`src/rtl/forward_scoreboard.sv`:
```
// Decode-stage operand bypass and long-latency hazard scoreboard.
// Resolves each source operand from the youngest in-flight writer and raises decode_wait when it cannot.
module forward_scoreboard #(
  parameter int NREAD  = 2,
  parameter int NSTAGE = 3,
  parameter int CNT_W  = 32
) (
  input  logic              clk,
  input  logic              reset,
  input  logic [4:0]        ra        [NREAD],
  input  logic [63:0]       rd        [NREAD],
  output logic [63:0]       rs        [NREAD],
  input  logic              fwd_valid [NSTAGE],
  input  logic [4:0]        fwd_wa    [NSTAGE],
  input  logic [63:0]       fwd_data  [NSTAGE],
  input  logic              fwd_ready [NSTAGE],
  input  logic              issue_valid,
  input  logic [4:0]        issue_rd,
  input  logic              done_valid,
  input  logic [4:0]        done_rd,
  output logic              decode_wait,
  output logic [31:0]       busy,
  output logic [CNT_W-1:0]  stall_count
);

  logic [NREAD-1:0] port_stall;
  logic             found;
  logic             sel_ready;
  logic [63:0]      sel_data;
  logic [31:0]      busy_d;

  always_comb begin
    port_stall = '0;
    found      = 1'b0;
    sel_ready  = 1'b0;
    sel_data   = '0;
    for (int p = 0; p < NREAD; p++) begin
      found     = 1'b0;
      sel_ready = 1'b0;
      sel_data  = '0;
      rs[p]     = '0;
      // Scan oldest to youngest so the youngest match overwrites older ones.
      for (int s = NSTAGE - 1; s >= 0; s--) begin
        if (fwd_valid[s] && (fwd_wa[s] == ra[p])) begin
          found     = 1'b1;
          sel_ready = fwd_ready[s];
          sel_data  = fwd_data[s];
        end
      end
      if (ra[p] != 5'd0) begin
        if (found) begin
          if (sel_ready) rs[p] = sel_data;
          else           port_stall[p] = 1'b1;
        end else if (busy[ra[p]] && !(done_valid && (done_rd == ra[p]))) begin
          port_stall[p] = 1'b1;
        end else begin
          rs[p] = rd[p];
        end
      end
    end
  end

  assign decode_wait = |port_stall;

  // Set after clear: a same-cycle issue is the younger writer.
  always_comb begin
    busy_d = busy;
    if (done_valid) busy_d[done_rd] = 1'b0;
    if (issue_valid && (issue_rd != 5'd0)) busy_d[issue_rd] = 1'b1;
    busy_d[0] = 1'b0;
  end

  always_ff @(posedge clk) begin
    if (reset) begin
      busy        <= '0;
      stall_count <= '0;
    end else begin
      busy <= busy_d;
      if (decode_wait && (stall_count != {CNT_W{1'b1}}))
        stall_count <= stall_count + 1'b1;
    end
  end

endmodule
```
`config.mk`:
```
export PLATFORM = sky130hd
export DESIGN_NAME = forward_scoreboard
export DESIGN_NICKNAME = d
export VERILOG_FILES = /design/src/rtl/forward_scoreboard.sv
export SDC_FILE = /design/constraint.sdc
export NUM_CORES = 1
export LEC_CHECK = 0
export CAP_MARGIN = 20
export CORE_AREA = 8 8 212 214
export CTS_CLUSTER_SIZE = 40
export DETAILED_ROUTE_END_ITERATION = 16
export DIE_AREA = 0 0 220 222
export GPL_ROUTABILITY_DRIVEN = 0
export PLACE_DENSITY = 0.58
export SYNTH_ARGS = -nofsm -noshare
export SYNTH_HDL_FRONTEND = slang
export SYNTH_SLANG_ARGS = --single-unit
```
`constraint.sdc`:
```
create_clock -name clk -period 4.8 [get_ports clk]
set_input_delay 0.96 -clock clk [delete_from_list [all_inputs] [get_ports clk]]
set_output_delay 0.96 -clock clk [all_outputs]
set_load 0.02 [all_outputs]
```
==> impl_metrics.ini <==
[run_status]
outcome = finished, final reports clean

[power]
power.leakage_nw = 5.799
irDropWorstVdd_mv = 0.2173
fin_total_pwr_mw = 2.665
powerDensity_nw_per_um2 = 176.6

[detailed_routing]
ant_nets = 0
routed_wl_mm = 58.90
drc = 0
dr.pass1.iters = 8
drtIter0Drc = 981
vias_per_cell = 5.313
dr_total_vias = 11840
post_drt_wl_per_cell_um = 26.44

[critical_path]
arrival_ns = 3.72
regToRegStartpoint = stall_count[3]
r2r_cells = 9
critPathLaunchType = input port
criticalPathCategory = input port to primary output
r2r-end = stall_count[31]
regToRegSetupSlack_ns = 1.73
critical_path.endpoint_type = primary output
cp_max_fo = 13
worstPathRequired_ns = 3.84

[final_layout]
fillers = 4386
seqCellArea_um2 = 1261
drive_gt1_share_pct = 14.84
final_nets = 2039
synthToLayoutAreaGrowth_pct = 100.9
fin_area_um2 = 15090
multi_input_area_um2 = 5907

[synthesis]
ys_warn_count = 0
synth.net_count = 1459
synthArstFlopShare_pct = 0
synth_area_leaders = dfxtp_1 (17%), a221oi_1 (14%), nor2_1 (14%), a22oi_1 (13%), xor2_1 (4.7%)
synth_top_cell_area_share_pct = 16.79
ys_seq_elements = 63
synth_area_um2 = 7511
synth_cell_types = 59
synth_common_cells = nor2_1 (280), a22oi_1 (132), a221oi_1 (122)
yosysSeqAreaShare_pct = 16.79
yosysTopAreaCell = dfxtp_1
syn_avg_cell_area_um2 = 6.872
yosysMostFrequentCell = nor2_1
synthesis.instances = 1093
synth_edf_count = 0
yosys_most_used_dff = dfxtp_1

[clock_tree]
cts-root-buf = clkbuf_16
clk_latency_ns = 0.34
path_clk_slew_ns = 0.06
cts_tree = yes
htree_levels = 3
clock_sinks = 63
cts_buffers = 9
cts_max_path_buffers = 2

[floorplanning]
die_w_um = 220
initial_core_util_pct = 18.11
row_count = 75
die-area_um2 = 48840
die_h_um = 222
io-pin-count = 558
core-area_um2 = 41480

[global_route]
grt_remaining_overflow = 0
grt_pass1_wl_mm = 81.91
grtUsageTotal_pct = 22.27
antenna_found_initial = 19
grt_max_degree = 76
grt_pass1_vias = 11670

[worst_hold_path]
hp-class = flop to flop
whs_endpoint = stall_count[28]
hp-start = stall_count[28]
min_path_cells = 2

[place]
io_buffers = 556
dpl_cell_area_um2 = 14660
post-place-ws_ns = -0.2343
place_hpwl_mm = 47.69

[timing]
period_share_pct = 97.60
fin_setup_tns_ns = 0
relSlewSlack_pct = 32.12
finalHoldViolCount = 0
fmax_mhz = 213.5
tightestPinTransition_ns = 1.016
fin_crit_ns = 4.685
finalSetupViolCount = 0
worst_slack_ns = 0.1152
finalClockSkew_ns = 0.006379
rsz0062_at_grt = false
maxSlewViolCount = 0

[run]
cap_violations = 0
timing repair:
action	4_1_cts	5_1_grt
gates resized for setup	103	27
hold buffers	0	0
setup buffers	4	0
pin swaps	2	2
cloned	1	1
setup endpoints to repair	116	40
worst max-delay path, cell delays in order:
cell and delay [ns]:
clkdlybuf4s50_1 0.51, xor2_1 0.21, nor4_2 0.30, and3_4 0.29, nor2b_4 0.07, buf_12 0.15, buf_4 0.16, buf_4 0.19
a22oi_1 0.18, nor2_1 0.07, a221oi_2 0.32, nor2_1 0.13, buf_12 0.16
logic make-up after synthesis:
group	synth area share (%)
AOI/OAI and AO/OA	36.63
xor gates and xnor gates	5.714
adders and majority gates	0.1666
buffers and inverters	6.713
DFF	16.79
muxes	6.997
other	0.04993
and+or+nand+nor	26.94
registers in the layout, indices dropped and copies added, names as in the netlist:
register,count
stall_count,32
busy,31
report_power, final:
| group | switching, mW | internal [mW] |
|---|---|---|
| Sequential | 0.0102 | 0.531 |
| Clock | 0.255 | 0.402 |
| Combinational | 0.744 | 0.723 |
worst max path at each step:
stage / from / to / cells past startpoint
after global placement: ra[0] / rs[7] / 10
after CTS: ra[8] / rs[115] / 13
after global routing: ra[8] / rs[84] / 14
final: ra[8] / rs[87] / 13
after detailed placement: ra[0] / rs[11] / 10
after floorplan: ra[4] / rs[10] / 9
metrics by stage:
stage / utilization (%) / hold slack (ns) / cells
after CTS: 36.11 / 0.4973 / 2216
after global placement: 35.29 / 0.4821 / 2194
after global routing: 36.36 / 0.5418 / 2225
final: 36.38 / 0.4973 / 2228
after detailed placement: 35.34 / 0.4867 / 2195
after floorplan: - / 0.5593 / 1093
area by class of cell:
class	instances	area share [%]
multi-input cells	912	39.14
clock buffers	9	1.492
flip-flops and latches	63	8.358
inverters	7	0.1741
diodes	11	0.1824
repair buffers	680	45.70
well taps	539	4.469
clock inverters	7	0.4809
routing by layer:
layer / up-vias / track usage [%] / wire (um)
met5: - / 0 / 131
met4: 18 / 7.314 / 2048
met3: 110 / 9.359 / 6899
met2: 614 / 37.12 / 27840
met1: 5766 / 25.25 / 21980
li1: 5330 / - / -
cells in the final DEF (no fill, tap or decap), types with 47 or more instances in the layout:
master and count:
o21ai_0 47, dfxtp_1 63, clkdlybuf4s50_1 423, nand2_1 56
a221oi_1 110, a21oi_1 49, a22oi_1 132, buf_4 114
dlygate4sd2_1 85, nor2_1 276
(Power assumes the default switching activity.)
